<file path="config.mk">
export PLATFORM = sky130hd
export DESIGN_NAME = dsdmnist_requant_pipe
export DESIGN_NICKNAME = d
export VERILOG_FILES = /design/src/rtl/dsdmnist_requant_pipe.sv
export SDC_FILE = /design/constraint.sdc
export NUM_CORES = 2
export LEC_CHECK = 0
export ABC_AREA = 1
export CELL_PAD_IN_SITES_DETAIL_PLACEMENT = 1
export CELL_PAD_IN_SITES_GLOBAL_PLACEMENT = 2
export CORE_MARGIN = 10
export CORE_UTILIZATION = 43
export CTS_BUF_LIST = sky130_fd_sc_hd__clkbuf_2 sky130_fd_sc_hd__clkbuf_4 sky130_fd_sc_hd__clkbuf_8
export DETAILED_ROUTE_END_ITERATION = 7
export PLACE_DENSITY_LB_ADDON = 0.1
export SYNTH_ARGS = -nofsm -noshare
export SYNTH_HDL_FRONTEND = slang
export SYNTH_SLANG_ARGS = --single-unit
</file>
<file path="constraint.sdc">
create_clock -name i_CLK -period 16 [get_ports i_CLK]
set_input_delay 2.4 -clock i_CLK [delete_from_list [all_inputs] [get_ports i_CLK]]
set_output_delay 2.4 -clock i_CLK [all_outputs]
set_load 0.01 [all_outputs]
</file>
<file path="src/rtl/dsdmnist_requant_pipe.sv">
// -----------------------------------------------------------------------------
// dsdmnist_requant_pipe
//
// Pipelined requantizer for the MNIST accelerator post-calculation path.
// A signed accumulator value is multiplied by a per-layer fixed-point
// coefficient taken from a small writable table. The product is then rounded
// (optional), passed through ReLU (optional) and saturated to an OUT_W-bit
// activation. A valid/ready handshake allows one word per cycle.
//
// Pipeline:
//   S1  register the input word and read the coefficient table
//   S2  full-width signed product acc * coeff (no truncation)
//   S3  round / shift / ReLU / clamp into the output register
// All three stages advance together on en = ~o_VALID | i_READY.
// A word captured at one clock edge is presented on o_VALID after the
// second edge that follows it.
//
// Ports:
//   i_CLK, i_RST          clock, synchronous active-high reset
//   i_COEFF_WE/WADDR/WDATA coefficient table write port (visible next cycle)
//   i_VALID, o_READY      input handshake
//   i_ACCVAL              signed accumulator value
//   i_COEFF_SEL           coefficient table index for this word
//   i_RELU, i_ROUND       per-word ReLU enable, round-half-up enable
//   i_TAG                 sideband tag, returned unchanged with the result
//   o_VALID, i_READY      output handshake
//   o_RESULT, o_TAG       quantized result and its tag
//   o_SAT                 result was clipped at a bound
//   i_SAT_CLR, o_SAT_CNT  saturated-handoff counter (sticky at 16'hFFFF)
//
// Parameter constraints: COEFF_FRAC >= 1, NUM_COEFF >= 2.
// -----------------------------------------------------------------------------
module dsdmnist_requant_pipe #(
    parameter int ACC_W      = 25,
    parameter int COEFF_W    = 33,
    parameter int COEFF_FRAC = 32,
    parameter int OUT_W      = 8,
    parameter int NUM_COEFF  = 4,
    parameter int TAG_W      = 8,
    parameter logic [COEFF_W-1:0] COEFF0_INIT = 33'h0_00A3_E3B6,
    parameter logic [COEFF_W-1:0] COEFF1_INIT = 33'h0_0230_FB0F
) (
    input  logic                          i_CLK,
    input  logic                          i_RST,
    input  logic                          i_COEFF_WE,
    input  logic [$clog2(NUM_COEFF)-1:0]  i_COEFF_WADDR,
    input  logic [COEFF_W-1:0]            i_COEFF_WDATA,
    input  logic                          i_VALID,
    output logic                          o_READY,
    input  logic [ACC_W-1:0]              i_ACCVAL,
    input  logic [$clog2(NUM_COEFF)-1:0]  i_COEFF_SEL,
    input  logic                          i_RELU,
    input  logic                          i_ROUND,
    input  logic [TAG_W-1:0]              i_TAG,
    output logic                          o_VALID,
    input  logic                          i_READY,
    output logic [OUT_W-1:0]              o_RESULT,
    output logic [TAG_W-1:0]              o_TAG,
    output logic                          o_SAT,
    input  logic                          i_SAT_CLR,
    output logic [15:0]                   o_SAT_CNT
);

    localparam int AW = $clog2(NUM_COEFF);
    // Full product width, plus one guard bit so the rounding bias can never
    // overflow the signed range.
    localparam int PW = ACC_W + COEFF_W;
    localparam int EW = PW + 1;

    localparam logic signed [EW-1:0] RND_HALF = EW'(1) <<< (COEFF_FRAC - 1);
    localparam logic signed [EW-1:0] UMAX_EXT = EW'((1 << OUT_W) - 1);
    localparam logic signed [EW-1:0] SMAX_EXT = EW'((1 << (OUT_W - 1)) - 1);
    localparam logic signed [EW-1:0] SMIN_EXT = EW'(-(1 << (OUT_W - 1)));

    // -------------------------------------------------------------------------
    // Global stage enable: every stage moves unless the output is held.
    // -------------------------------------------------------------------------
    logic valid3_q;
    logic en;

    assign en      = ~valid3_q | i_READY;
    assign o_READY = en;

    // -------------------------------------------------------------------------
    // Coefficient table
    // -------------------------------------------------------------------------
    logic signed [COEFF_W-1:0] coeff_q [NUM_COEFF];
    logic [NUM_COEFF-1:0]      wr_hit;

    function automatic logic [COEFF_W-1:0] coeff_reset_val(input int idx);
        if (idx == 0) begin
            return COEFF0_INIT;
        end else if (idx == 1) begin
            return COEFF1_INIT;
        end else begin
            return '0;
        end
    endfunction

    // One decode line per entry. An address at or beyond NUM_COEFF matches no
    // entry, so such a write is dropped without extra logic.
    genvar gi;
    generate
        for (gi = 0; gi < NUM_COEFF; gi++) begin : g_wr_hit
            assign wr_hit[gi] = i_COEFF_WE & (i_COEFF_WADDR == AW'(gi));
        end
    endgenerate

    always_ff @(posedge i_CLK) begin
        if (i_RST) begin
            for (int i = 0; i < NUM_COEFF; i++) begin
                coeff_q[i] <= coeff_reset_val(i);
            end
        end else begin
            for (int i = 0; i < NUM_COEFF; i++) begin
                if (wr_hit[i]) begin
                    coeff_q[i] <= i_COEFF_WDATA;
                end
            end
        end
    end

    // Table read for S1. The table register is sampled before any same-cycle
    // write lands, so a word accepted with a write sees the old value.
    // Out-of-range selects fall through to zero.
    logic signed [COEFF_W-1:0] coeff_rd;

    always_comb begin
        coeff_rd = '0;
        for (int i = 0; i < NUM_COEFF; i++) begin
            if (i_COEFF_SEL == AW'(i)) begin
                coeff_rd = coeff_q[i];
            end
        end
    end

    // -------------------------------------------------------------------------
    // S1: capture word and coefficient
    // -------------------------------------------------------------------------
    logic                      valid1_q;
    logic signed [ACC_W-1:0]   acc1_q;
    logic signed [COEFF_W-1:0] coeff1_q;
    logic                      relu1_q;
    logic                      round1_q;
    logic [TAG_W-1:0]          tag1_q;

    always_ff @(posedge i_CLK) begin
        if (i_RST) begin
            valid1_q <= 1'b0;
            acc1_q   <= '0;
            coeff1_q <= '0;
            relu1_q  <= 1'b0;
            round1_q <= 1'b0;
            tag1_q   <= '0;
        end else if (en) begin
            valid1_q <= i_VALID;
            acc1_q   <= i_ACCVAL;
            coeff1_q <= coeff_rd;
            relu1_q  <= i_RELU;
            round1_q <= i_ROUND;
            tag1_q   <= i_TAG;
        end
    end

    // -------------------------------------------------------------------------
    // S2: full signed product
    // -------------------------------------------------------------------------
    logic                 valid2_q;
    logic signed [PW-1:0] prod2_d;
    logic signed [PW-1:0] prod2_q;
    logic                 relu2_q;
    logic                 round2_q;
    logic [TAG_W-1:0]     tag2_q;

    // Both operands are sign-extended to the product width before multiplying.
    assign prod2_d = PW'(acc1_q) * PW'(coeff1_q);

    always_ff @(posedge i_CLK) begin
        if (i_RST) begin
            valid2_q <= 1'b0;
            prod2_q  <= '0;
            relu2_q  <= 1'b0;
            round2_q <= 1'b0;
            tag2_q   <= '0;
        end else if (en) begin
            valid2_q <= valid1_q;
            prod2_q  <= prod2_d;
            relu2_q  <= relu1_q;
            round2_q <= round1_q;
            tag2_q   <= tag1_q;
        end
    end

    // -------------------------------------------------------------------------
    // S3: round, arithmetic shift, ReLU / clamp
    // -------------------------------------------------------------------------
    logic signed [EW-1:0] biased;
    logic signed [EW-1:0] shifted;
    logic [OUT_W-1:0]     result3_d;
    logic                 sat3_d;

    always_comb begin
        biased    = EW'(prod2_q) + (round2_q ? RND_HALF : EW'(0));
        // Arithmetic shift gives floor for negative values.
        shifted   = biased >>> COEFF_FRAC;
        result3_d = shifted[OUT_W-1:0];
        sat3_d    = 1'b0;
        if (relu2_q) begin
            // Negative values are clamped to 0 but not flagged as saturated.
            if (shifted[EW-1]) begin
                result3_d = '0;
            end else if (shifted > UMAX_EXT) begin
                result3_d = UMAX_EXT[OUT_W-1:0];
                sat3_d    = 1'b1;
            end
        end else begin
            if (shifted > SMAX_EXT) begin
                result3_d = SMAX_EXT[OUT_W-1:0];
                sat3_d    = 1'b1;
            end else if (shifted < SMIN_EXT) begin
                result3_d = SMIN_EXT[OUT_W-1:0];
                sat3_d    = 1'b1;
            end
        end
    end

    logic [OUT_W-1:0] result3_q;
    logic [TAG_W-1:0] tag3_q;
    logic             sat3_q;

    always_ff @(posedge i_CLK) begin
        if (i_RST) begin
            valid3_q  <= 1'b0;
            result3_q <= '0;
            tag3_q    <= '0;
            sat3_q    <= 1'b0;
        end else if (en) begin
            valid3_q  <= valid2_q;
            result3_q <= result3_d;
            tag3_q    <= tag2_q;
            // A bubble never carries a saturation flag.
            sat3_q    <= valid2_q & sat3_d;
        end
    end

    assign o_VALID  = valid3_q;
    assign o_RESULT = result3_q;
    assign o_TAG    = tag3_q;
    assign o_SAT    = sat3_q;

    // -------------------------------------------------------------------------
    // Saturation counter: counts saturated results at handoff, sticks at max,
    // and a clear takes priority over a same-cycle increment.
    // -------------------------------------------------------------------------
    logic [15:0] sat_cnt_q;
    logic        sat_handoff;

    assign sat_handoff = valid3_q & i_READY & sat3_q;

    always_ff @(posedge i_CLK) begin
        if (i_RST) begin
            sat_cnt_q <= '0;
        end else if (i_SAT_CLR) begin
            sat_cnt_q <= '0;
        end else if (sat_handoff && (sat_cnt_q != 16'hFFFF)) begin
            sat_cnt_q <= sat_cnt_q + 16'd1;
        end
    end

    assign o_SAT_CNT = sat_cnt_q;

endmodule
</file>
# Word level (Yosys, flattened, before mapping)
# Memory sizes are Yosys's and may differ from the RTL's.
# Index checks and enable logic that the tools add are counted.
dict set report word_totals {
  ff_bits 172
  ram_bits 132
  in_bits 78
  output_inout_bits 35
  wordCells 83
  n_memories 1
}
dict set report classes {
  add_sub_neg 2
  mul 1
  order_cmp 3
  eq_ne 7
  muxes 36
  n_bitwise 13
  n_reduce_logical 4
}
# memory depth width read_ports rd_clocked_by_memory_dff write_ports line
set memory_table {}
lappend memory_table {coeff_q 4 33 4 0 4 87} ;# logic signed [COEFF_W-1:0] coeff_q [NUM_COEFF];
# operator count
set ops {}
lappend ops {{$mux 33} 11}
lappend ops {{$add 58x33->59} 1}
lappend ops {{$mul 25x33->58} 1}
lappend ops {{$mux 8} 5}
lappend ops {{$mux 32} 1}
lappend ops {{$gt 27x8->1 const B} 1}
lappend ops {{$gt 27x9->1 const B} 1}
lappend ops {{$lt 27x8->1 const B} 1}
lappend ops {{$mux 1} 19}
lappend ops {{$add 16x1->16 const B} 1}
lappend ops {{$ne 16x16->1 const B} 1}
lappend ops {{$eq 2x2->1 const B} 4}
lappend ops {{$and 1x1->1} 7}
lappend ops {{$or 1x1->1} 5}
lappend ops {{$eq 2x1->1 const B} 2}
lappend ops {{$logic_not 2->1} 2}
lappend ops {{$reduce_or 2->1} 1}
lappend ops {{$logic_and 1x1->1} 1}
lappend ops {{$not 1->1} 1}

# Longest topological paths before layout
dict set report logic_depth {
  ltp_word 7
  mapped_depth 32
}

# Least setup slack after synthesis
# Ideal clock, no wire load.
dict set report synth_timing {
  path_type {reg2reg}
  from {register coeff1_q[32]}
  to {register prod2_q[53]}
  setup_time_ns 0.058
  t_arrival_ns 6.384
  t_required_ns 15.942
  setup_slack_ns 9.558
  stages_incl_launch_ff 24
  n_path_buf 2
  synth_period_minus_slack_ns 6.442
  path_cell_list {dfxtp_1 -> clkbuf_1 -> clkbuf_1 -> nand2_1 -> inv_1 -> fa_1 -> fa_1 -> fa_1 -> inv_1 -> fa_1 -> fa_1 -> inv_1 -> fa_1 -> fa_1 -> ha_1 -> nand2_1 -> nor2_1 -> inv_1 -> nor4_1 -> nand2_1 -> a31o_2 -> nand3_1 -> nand3_1 -> inv_1}
}
dict set report synth_between {
  elab_chain_len 1
}
# item line
set synth_lines {}
lappend synth_lines {{from (decl)} 142} ;# logic signed [COEFF_W-1:0] coeff1_q;
lappend synth_lines {{from (signal assigned)} 158} ;# coeff1_q <= coeff_rd;
lappend synth_lines {{$mul 25x33->58} 176} ;# assign prod2_d = PW'(acc1_q) * PW'(coeff1_q);
lappend synth_lines {{to (signal assigned)} 187} ;# prod2_q <= prod2_d;
lappend synth_lines {{to (decl)} 170} ;# logic signed [PW-1:0] prod2_q;
# No other way between the ends.
# A chain may end at the register's enable or synchronous reset.

# Worst setup path after layout
dict set report layout_timing {
  from {register acc1_q[19]}
  to {register prod2_q[46]}
}
dict set report layout_between {
  elab_chain_len 1
}
# item line
set layout_lines {}
lappend layout_lines {{from (decl)} 141} ;# logic signed [ACC_W-1:0] acc1_q;
lappend layout_lines {{from (signal assigned)} 157} ;# acc1_q <= i_ACCVAL;
lappend layout_lines {{$mul 25x33->58} 176}
# No other way between the ends.

==> impl_results.md <==
* Status: complete, no violations
* Comb pwr share at 0.761
* RSZ-0062 raised after global routing: no
* Sequential fraction of the synthesis area at 0.162
* Max_slew headroom at 0.314
* Final Util at 0.469
* Core footprint at 0.0967 mm2
* Final Hold Vio Count at 0
* Die extent in x at 332 um
* Psw at slightly below 4 mW
* Avg Synthesized Cell Area at about 8 um2
* Std-Cell Rows at about 110
* Clock share of power at 0.109
* DRC Markers at 0
* Final period utilization at 0.475
* Setup CP Type: reg2reg
* WL/cell at around 20 um
* Area growth syn-to-layout at 8.21%
* Startpoint Class: flip-flop
* Hold-critical path depth at 2
* Syn Std Cell Area at approximately 0.042 mm2
* Final Skew at around 0.026 ns
* CTS Hold Bufs at 0
* Syn Inst Count at 5254
* Fin Setup TNS at 0 ns
* Crit end category: flip-flop
* Peak fanout along the critical path at 23
* Iteration-0 DRC Markers at about 1.7k
* Post-synth cell types at between 40 and 50
* Int Power at between 3 and 4 mW
* Clk buf depth at 3
* CTS tree: done
* Nets at roughly 6.3k
* Slowest stage cell, crit path: nor4_1
* Initial core utilization at 0.433
* Final min period at 7.59 ns
* Sequential Power Share at 0.130
* Crit-path max cell delay at ~0.74 ns
* Crit-path leading delay family: adder cells
* GRT Util Overall at 0.247
* Largest net degree at the start of global routing at 90
* Antenna viol nets, final at 0
* Ys Warns at 0
* Leakage at about 25 nW
* Dpl ws at around 8.4 ns
* Clock root cell: clkbuf_8
* Die area at between 0.1 and 0.15 mm2
* WP depth at 24
* CP most frequent cell: fa_1
* First-pass GRT wire length at about 210000 um
* Total grt overflow at 0
* Max Cap Violations at 0
* Arrival @ worst endpoint at 8.15 ns
* Slew Viols, Final at 0
* Final Setup Violations at 0
* Critical path required time at about 17 ns
* DR vias/cell at between 5 and 6
* Layout cells sized above 1 at 0.0409
* DIE HEIGHT at roughly 330 um
* CTS H-tree lvls at 2
* Buf/Inv on CP at 6
* Inserted Clock Buffers at 50
* Clock-pin slew on the worst setup and hold paths at 0.06 ns
* Peak supply drop at roughly 130 uV
* Vias at around 33k
* Vias in the first global route at between 30k and 40k
* Antenna violations before repair at 12
* Post-DP HPWL at 106000 um
* Worst Setup Slack, final at between 8 and 9 ns
* Global placer's final weighted congestion at between 0.9 and 1
* Setup repair bufs after CTS at 0
* Reg2reg path depth at 24
* Cells resized by post-CTS repair at 0
* Yosys reg bits at 273
* Final wirelength at 134000 um
* Post-Syn Nets at ~6.3k
* Num Clock Sinks at 273
* Pwr dens at between 150 and 200 mW/mm2
* Drt pass-1 iters at 5
* Achievable Freq at approximately 0.13 GHz
* Port Buf Inserts at around 110
* Clock Latency Late Sink at approximately 0.67 ns
* Switching share of power at 0.566
* Worst Tran Pin Value at 1.03 ns
* Cell breakdown of the critical path: buf_4 > nand2_1 > fa_1 > inv_1 > fa_1 > fa_1 > fa_1 > fa_1 > fa_1 > inv_1 > fa_1 > inv_1 > ha_1 > nand2_1 > nor2_1 > inv_1 > nor4_1 > nand3_1 > nand3_1 > a21oi_1 > nand2_1 > nand3_1 > nand2_1 > inv_1
* Min-delay worst type: reg2reg
* Num ports at ~110
-- cell type report --
| type | instances | area, um2 |
|---|---|---|
| Clock buffer | 72 | 916 |
| Clock inverter | 18 | 198 |
| Timing Repair Buffer | 185 | 1670 |
| Sequential cell | 273 | 6790 |
| Tap cell | 1276 | 1600 |
| Inverter | 1430 | 5370 |
| Fill cell | 11800 | 51400 |
| Multi-Input combinational cell | 3284 | 28800 |
| Antenna cell | 6 | 15.0 |
-- cell families after synthesis --
logic type               synth area share
AND/OR/NAND/NOR                     0.177
buffers and inverters               0.152
adder cells (fa/ha/maj)             0.448
AO/OA/AOI/OAI                      0.0548
flip-flops                          0.162
XOR/XNOR                          0.00627
-- layout by cell type, fill, tap and decap left out, types with 6 or more instances in the layout --
master / instances
a21o_1: 14
a21oi_1: 121
a221oi_1: 30
a31oi_1: 17
and3_1: 7
buf_4: 73
clkbuf_4: 12
clkbuf_8: 60
clkdlybuf4s50_1: 112
clkinv_1: 7
clkinv_2: 6
dfxtp_1: 140
diode_2: 6
edfxtp_1: 132
fa_1: 841
ha_1: 156
inv_1: 1425
nand2_1: 1220
nand2_2: 11
nand3_1: 128
nand4_1: 17
nor2_1: 412
nor2_2: 13
nor2_4: 7
nor3_1: 19
nor4_1: 6
o211ai_1: 6
o21a_1: 6
o21ai_0: 172
o21bai_1: 20
or2_2: 9
xnor2_1: 12
xor2_1: 18
-- sequential cells by signal, summed over array words and instances (netlist names), 8 cells and up --
register	cells
o_RESULT	8
coeff_q	132
o_SAT_CNT	16
tag1_q	8
prod2_q	27
acc1_q	25
tag2_q	8
coeff1_q	33
o_TAG	8
-- stage by stage --
stage	hold slack (ns)	power, mW	instances	instance area, um2
detailed placement	0.467	6.19	6448	44200
global route	0.504	7.68	6541	45300
floorplan	0.444	4.34	5254	41900
finish	0.475	6.94	6544	45300
CTS	0.481	7.00	6538	45300
global placement	0.458	6.10	6448	44200
-- tightest hold or removal path: cells and delay by family, from the launching register on --
kind             cells  cell delay, ns
AND/OR/NAND/NOR      2            0.12
flip-flops           1            0.32
-- path summary, 6_finish.rpt --
| path | slack [ns] | to | start |
|---|---|---|---|
| setup / recovery | 8.41 | prod2_q[46] | acc1_q[19] |
| hold / removal | 0.47 | tag1_q[6] | tag1_q[6] |
| setup reg to reg | 8.41 | prod2_q[46] | acc1_q[19] |
| hold reg to reg | 0.47 | tag1_q[6] | tag1_q[6] |
-- per-layer routing --
| layer | track usage | up-vias | wire length [um] |
|---|---|---|---|
| met5 | 0 | - | 34 |
| met4 | 0.0534 | 6 | 2740 |
| met3 | 0.0361 | 176 | 6580 |
| met2 | 0.435 | 686 | 66600 |
| met1 | 0.319 | 17000 | 57700 |
| li1 | - | 15100 | - |
-- cell usage after synthesis, drive strengths merged --
cell	n	area share
inv	1428	0.13
nand2	1231	0.11
fa	841	0.40
nor2	432	0.040
clkbuf	247	0.022
o21ai	173	0.021
ha	156	0.047
dfxtp	141	0.067
edfxtp	132	0.095
nand3	132	0.016
a21oi	123	0.015
a221oi	30	0.0063
buf	20	0.0019
nor3	20	0.0025
o21bai	20	0.0036
xor2	18	0.0038
a31oi	17	0.0025
nand4	17	0.0025
a21o	14	0.0025
xnor2	12	0.0025
or2	9	0.0013
and3	7	0.0010
nor4	6	0.00090
o211ai	6	0.0011
o21a	6	0.0011
o31ai	3	0.00054
a21boi	2	0.00036
clkinv	2	0.00018
nand3b	2	0.00036
nor3b	2	0.00048
a211oi	1	0.00018
a311oi	1	0.00021
a31o	1	0.00021
o2111ai	1	0.00021
o21ba	1	0.00024
-- power by group through the flow --
stage          clock network [mW]  logic (mW)  registers (mW)
5_1_grt                     0.802        5.97           0.911
2_1_floorplan                   0        3.46           0.877
6_report                    0.756        5.29           0.903
3_3_place_gp                    0        5.19           0.915
4_1_cts                     0.773        5.32           0.903
3_5_place_dp                    0        5.27           0.916
No activity file was read; power rests on OpenSTA's default activity.
